`src/rtl/shared_divider.sv`:
```
// Round-robin shared restoring divider: one unsigned WIDTH-bit division per grant, WIDTH cycles ack-to-done.
// Requests are ignored while busy and are arbitrated on the next idle cycle; requesters hold req until ack.
module shared_divider #(
    parameter int WIDTH    = 16,
    parameter int CHANNELS = 2
) (
    input  logic                      clock,
    input  logic                      reset,
    input  logic [CHANNELS-1:0]       req,
    input  logic [CHANNELS*WIDTH-1:0] dividend,
    input  logic [CHANNELS*WIDTH-1:0] divisor,
    output logic [CHANNELS-1:0]       ack,
    output logic [CHANNELS-1:0]       done,
    output logic [WIDTH-1:0]          quotient,
    output logic [WIDTH-1:0]          remainder,
    output logic                      div_zero,
    output logic                      busy
);

    localparam int CW = (CHANNELS > 1) ? $clog2(CHANNELS) : 1;
    localparam int NW = $clog2(WIDTH);

    typedef enum logic {IDLE, CALC} state_t;

    state_t r_state, w_state_nxt;

    logic [CW-1:0]       r_rr, r_chan, w_grant;
    logic                w_any, w_capture, w_last;
    logic [NW-1:0]       r_cnt;
    logic [WIDTH-1:0]    r_dq, r_rem, r_dvs;
    logic [WIDTH-1:0]    w_sel_dvd, w_sel_dvs, w_rem_nxt, w_dq_nxt;
    logic [WIDTH:0]      w_trial, w_diff;
    logic                w_ge;
    logic [CHANNELS-1:0] r_ack, r_done;
    logic [WIDTH-1:0]    r_quo, r_remo;
    logic                r_dz, r_busy;

    // Two passes give a rotating priority: channels at or above rr first, then the wrap-around.
    always_comb begin
        w_any   = 1'b0;
        w_grant = '0;
        for (int i = 0; i < CHANNELS; i++) begin
            if (!w_any && req[i] && (CW'(i) >= r_rr)) begin
                w_any   = 1'b1;
                w_grant = CW'(i);
            end
        end
        for (int i = 0; i < CHANNELS; i++) begin
            if (!w_any && req[i]) begin
                w_any   = 1'b1;
                w_grant = CW'(i);
            end
        end
    end

    always_comb begin
        w_sel_dvd = '0;
        w_sel_dvs = '0;
        for (int i = 0; i < CHANNELS; i++) begin
            if (w_grant == CW'(i)) begin
                w_sel_dvd = dividend[i*WIDTH +: WIDTH];
                w_sel_dvs = divisor[i*WIDTH +: WIDTH];
            end
        end
    end

    always_ff @(posedge clock or posedge reset) begin
        if (reset) r_state <= IDLE;
        else       r_state <= w_state_nxt;
    end

    always_comb begin
        w_state_nxt = r_state;
        w_capture   = 1'b0;
        w_last      = 1'b0;
        case (r_state)
            IDLE: begin
                if (w_any) begin
                    w_capture   = 1'b1;
                    w_state_nxt = CALC;
                end
            end
            CALC: begin
                if (r_cnt == '0) begin
                    w_last      = 1'b1;
                    w_state_nxt = IDLE;
                end
            end
            default: w_state_nxt = IDLE;
        endcase
    end

    // Partial remainder stays below the divisor (or below 2^k for a zero divisor), so the
    // top bit of trial-divisor is set exactly when the trial is smaller: it acts as the borrow.
    assign w_trial   = {r_rem, r_dq[WIDTH-1]};
    assign w_diff    = w_trial - {1'b0, r_dvs};
    assign w_ge      = ~w_diff[WIDTH];
    assign w_rem_nxt = w_ge ? w_diff[WIDTH-1:0] : w_trial[WIDTH-1:0];
    assign w_dq_nxt  = {r_dq[WIDTH-2:0], w_ge};

    always_ff @(posedge clock or posedge reset) begin
        if (reset) begin
            r_rr   <= '0;
            r_chan <= '0;
            r_cnt  <= '0;
            r_dq   <= '0;
            r_rem  <= '0;
            r_dvs  <= '0;
            r_ack  <= '0;
            r_done <= '0;
            r_quo  <= '0;
            r_remo <= '0;
            r_dz   <= 1'b0;
            r_busy <= 1'b0;
        end else begin
            r_ack  <= '0;
            r_done <= '0;
            if (w_capture) begin
                r_ack[w_grant] <= 1'b1;
                r_chan         <= w_grant;
                r_rr           <= (w_grant == CW'(CHANNELS-1)) ? '0 : w_grant + 1'b1;
                r_dq           <= w_sel_dvd;
                r_dvs          <= w_sel_dvs;
                r_rem          <= '0;
                r_cnt          <= NW'(WIDTH-1);
                r_busy         <= 1'b1;
            end else if (r_state == CALC) begin
                r_dq  <= w_dq_nxt;
                r_rem <= w_rem_nxt;
                r_cnt <= r_cnt - 1'b1;
                if (w_last) begin
                    r_quo          <= w_dq_nxt;
                    r_remo         <= w_rem_nxt;
                    r_dz           <= (r_dvs == '0);
                    r_done[r_chan] <= 1'b1;
                    r_busy         <= 1'b0;
                end
            end
        end
    end

    assign ack       = r_ack;
    assign done      = r_done;
    assign quotient  = r_quo;
    assign remainder = r_remo;
    assign div_zero  = r_dz;
    assign busy      = r_busy;

endmodule
```
`config.mk`:
```
export PLATFORM = sky130hd
export DESIGN_NAME = shared_divider
export DESIGN_NICKNAME = d
export VERILOG_FILES = /design/src/rtl/shared_divider.sv
export SDC_FILE = /design/constraint.sdc
export NUM_CORES = 1
export LEC_CHECK = 0
export ABC_CLOCK_PERIOD_IN_PS = 3000
export BUFFER_PORTS_ARGS = -buffer_cell sky130_fd_sc_hd__buf_2
export CORE_ASPECT_RATIO = 2
export CORE_UTILIZATION = 49
export CTS_CLUSTER_SIZE = 14
export DETAILED_ROUTE_END_ITERATION = 16
export PLACE_DENSITY = 0.84
export SLEW_MARGIN = 15
export SYNTH_ARGS = -nofsm -noshare
export SYNTH_HDL_FRONTEND = slang
export SYNTH_SLANG_ARGS = --single-unit
```
`constraint.sdc`:
```
create_clock -name clock -period 3 [get_ports clock]
set_clock_uncertainty 0.1 [all_clocks]
set_input_delay 0.3 -clock clock [delete_from_list [all_inputs] [get_ports clock]]
set_output_delay 0.3 -clock clock [all_outputs]
set_load 0.05 [all_outputs]
```
Word level (Yosys, flattened, before mapping)
Index checks and enable logic that the tools add are counted.
- bits of input ports: 68
- register bits: 93
- output and inout bits: 38
- word-level logic and storage cells: 75
- bitwise logic cells: 3
- $add $sub $neg: 3
- multiplexer cells: 34
- reductions and logical operators: 16
- $lt $le $gt $ge: 6
- operators by type and width (operator ; count):
    16-bit 2-to-1 mux ; 7
    1-bit 2-to-1 mux ; 18
    17-bit by 16-bit subtractor with 17-bit output ; 1
    16-bit zero test ; 1
    2-bit 2-to-1 mux ; 4
    4-bit 2-to-1 mux ; 2
    1-bit logical AND ; 7
    4-bit zero test ; 1
    1-bit by 2-bit < comparator with 1-bit output, second input constant ; 2
    2-bit nonzero test ; 2
    4-bit by 1-bit subtractor with 4-bit output, second input constant ; 1
    1-bit zero test ; 3
    1-bit NOT ; 3
    3-bit AND reduction ; 1
    1-bit demux with 1-bit select ; 2
    1-bit greater-or-equal comparator, first input constant ; 2
    1-bit greater-or-equal comparator, second input constant ; 2
    1-bit case mux with 2 select lines ; 1
    2-bit AND reduction ; 1
    1-bit adder, second input constant ; 1

Logic depth before layout (Yosys ltp)
- depth in word-level cells: 18
- gate-level depth with buffers: 11
- gate-level depth less buffers: 10

Worst setup path before layout
OpenSTA, ideal clock, no wires.
- path type: flip-flop to flip-flop
- from: register r_dvs[0]
- to: register r_remo[2] (netlist: remainder[2])
- cell stages (with the launch flop): 11
- data arrival time: 2.577 ns
- required time: 2.775 ns
- setup time: 0.125 ns
- period minus slack after synthesis: 2.802 ns
- buffers on the path: 1
- path slack: 0.198 ns
- cell sequence: dfrtp_1 ha_1 fa_1 nand2b_1 a21oi_2 o2111a_1 o21ai_2 a21oi_4 buf_8 mux2_4 mux2_2
- longest elaborated chain between the ends: 2
- RTL lines (element ; RTL line ; source):
    start: declaration ; 30 ; logic [WIDTH-1:0] r_dq, r_rem, r_dvs;
    start signal: assignment ; 123 ; r_dvs <= w_sel_dvs;
    17-bit by 16-bit subtractor with 17-bit output ; 96 ; assign w_diff = w_trial - {1'b0, r_dvs};
    16-bit 2-to-1 mux ; 98 ; assign w_rem_nxt = w_ge ? w_diff[WIDTH-1:0] : w_trial[WIDTH-1:0];
    end signal: assignment ; 133 ; r_remo <= w_rem_nxt;
    end: declaration ; 35 ; logic [WIDTH-1:0] r_quo, r_remo;
No other way between the ends.
A chain may end at the register's enable or synchronous reset.

Final worst setup path
- from: register r_dvs[0]
- to: register r_remo[4] (netlist: remainder[4])
Same word-level chain as after synthesis.

==> flow_summary.ini <==
[yosys]
synth.avg_cell_area_um2 = 10.2
synth_cell_types = 54
synth-seq-cells = 93
synth_largest_area_cell = dfrtp_1
synth.most_common_cell = dfrtp_1
synth_top_area_frac = 0.483
synth_flop_cell = dfrtp_1
netlist_instances = 472
synth_top_cells_by_count = dfrtp_1, nand2_1, inv_1, a21oi_1
synth_edf_count = 0
ys_top_cells_by_area = dfrtp_1, mux2_2, nand2_1, ha_1, a222oi_1
synth_warnings = 0
syn_area_mm2 = 0.00481
syn_nets = 559
synthArstFlopShare = 1.00
synth_seq_area_share = 0.483

[power_and_ir_drop]
finalPower_uw = 9020
p_per_area_mw_per_mm2 = 1520
ir_worst_vdd_v = 0.000746
leakage_uw = 0.00304

[finish]
nets = 667
fillers = 769
syn_to_final_growth_pct = 23.1
final_layout_size_suffix_gt1_frac = 0.303

[clock_tree]
htree_levels = 3
cts-root-buf = clkbuf_16
cts_buffer_depth = 2
cts.sinks = 93
cts_resized = 0
worstSkewPairLatency_ps = 350
cts_tree = built
clk_pin_slew_ps = 70
numCtsBuffers = 9

[timing]
rsz0062_at_grt = true
drv_slew = 0
fmaxAchievable_mhz = 348
min_period_ps = 2880
timing.hold.ws_ps = 77.8
finalHoldViolations = 0
fin_crit_sh = 0.959
maxSlewHeadroom = 0.451
setup_viol = 0
worstMarginPinSlew_ps = 819

[global_routing]
grt_use_total = 0.278
overflow = 0
grt_pass1_vias = 4430
grt_start_max_net_pins = 56
grt_pass1_wl_um = 21500
antenna_found_initial = 1

[routing]
drt-total-wl_um = 13400
vias = 4169
first_iter_violations = 358
postRouteAntennaNets = 0
firstDrtPassIters = 7
wl_per_cell_um = 18.7
via_per_inst = 5.82
drc = 0

[worst_hold_path]
hold_path_class = input pin to flop

[floorplan]
die-height_um = 142
rows = 50
die_area_mm2 = 0.0102
die_x_um = 72.1
coreArea_mm2 = 0.00945
start_util = 0.510
io_pins = 106

[place]
dp_hpwl_um = 9890
gp_congestion = 0.963
io_buffers = 105

[setup_path]
crit_fanout = 8
criticalPathCategory = flop to flop
critPathRequiredTime_ps = 3140
cp.arrival_ps = 3010
startpoint_type = flop
critPathCaptureType = flop

[run]
drv_cap = 0

[run_status]
status = complete, no violations
[stage by stage]
step                      area (um^2)  setup WS, ps  std cells   util  setup TNS, ps
final                            5920           123        716  0.627              0
after global routing             5920         -19.2        716  0.627          -65.2
after CTS                        5920           112        715  0.627              0
after detailed placement         5540           139        698  0.587              0
after floorplan                  4810           180        472      -              0
after global placement           5540           213        698  0.587              0
[logic make-up (layout without fill, tap and decap cells)]
kind of cell               after synthesis  after routing  synth area share
and+or+nand+nor                        116            116             0.105
adders and majority gates               19             19            0.0509
buffers and inverters                   72            185            0.0608
muxes                                   34             34            0.0808
other                                    0              1                 0
xor gates and xnor gates                13             13            0.0236
AOI/OAI and AO/OA                      125            125             0.195
DFF                                     93             93             0.483
[critical path, cell delays in order, from the launching register on]
cell and delay (ps):
dfrtp_1 400, ha_1 220, fa_1 400, nand2b_1 190
a21oi_2 190, o2111a_1 220, o21ai_2 70, a21oi_4 150
buf_4 220, mux2_4 330, mux2_2 270
[cell usage in the layout, fill, tap and decap left out, types with 9 or more instances in the layout]
cell       instances
buf_2            105
dfrtp_1           93
nand2_1           66
inv_1             46
a21oi_1           27
nor2_1            23
mux2_2            23
a222oi_1          22
o21ai_0           21
ha_1              18
buf_4             15
a22o_1            14
clkbuf_16          9
[path summary, 6_finish.rpt]
kind | start | end | slack [ps] | cells past startpoint
hold reg to reg | r_chan$_DFFE_PP0P_ | done[0]$_DFF_PP0_ | 350 | 1
hold / removal | dividend[26] | r_dq[10]$_DFFE_PP0P_ | 80 | 3
max in group asynchronous | reset | remainder[14]$_DFFE_PP0P_ | 1600 | 4
setup reg to reg | r_dvs[0]$_DFFE_PP0P_ | remainder[4]$_DFFE_PP0P_ | 120 | 10
setup / recovery | r_dvs[0]$_DFFE_PP0P_ | remainder[4]$_DFFE_PP0P_ | 120 | 10
min in group asynchronous | reset | r_dvs[1]$_DFFE_PP0P_ | 480 | 3
[power breakdown]
group | switching [uW] | internal, uW | total [uW] | leakage, uW
logic | 3060 | 2220 | 5280 | 0.00172
registers | 467 | 1870 | 2340 | 0.00114
clock network | 499 | 903 | 1400 | 0.000180
[routing by layer]
metal	global-route usage	share of wire
met5	0	0
met2	0.505	0.55
met3	0.0397	0.042
met1	0.297	0.36
met4	0.163	0.048
[sequential cells by signal (all words and copies together), names as in the netlist]
signal and flops:
quotient 16, ack 2, remainder 16, div_zero 1, r_cnt 4, r_dvs 16, r_chan 1, busy 1
r_state 1, r_rem 16, r_dq 16, r_rr 1, done 2
[repair_timing]
action / in CTS / in global routing
hold buffers: 1 / 0
setup endpoints to repair: 0 / 11
hold endpoints to repair: 38 / 0
buffers inserted: 0 / 0
[area by class of cell]
class | count | area, um^2 | share of cell area
multi-input cells | 307 | 2220 | 0.374
clock buffers | 9 | 225 | 0.0380
inverters | 47 | 178 | 0.0300
repair buffers | 122 | 668 | 0.113
well taps | 130 | 163 | 0.0275
clock inverters | 7 | 143 | 0.0241
flip-flops and latches | 93 | 2330 | 0.393
diodes | 1 | 2.50 | 0.000422
Power figures use the tool's default switching activity.
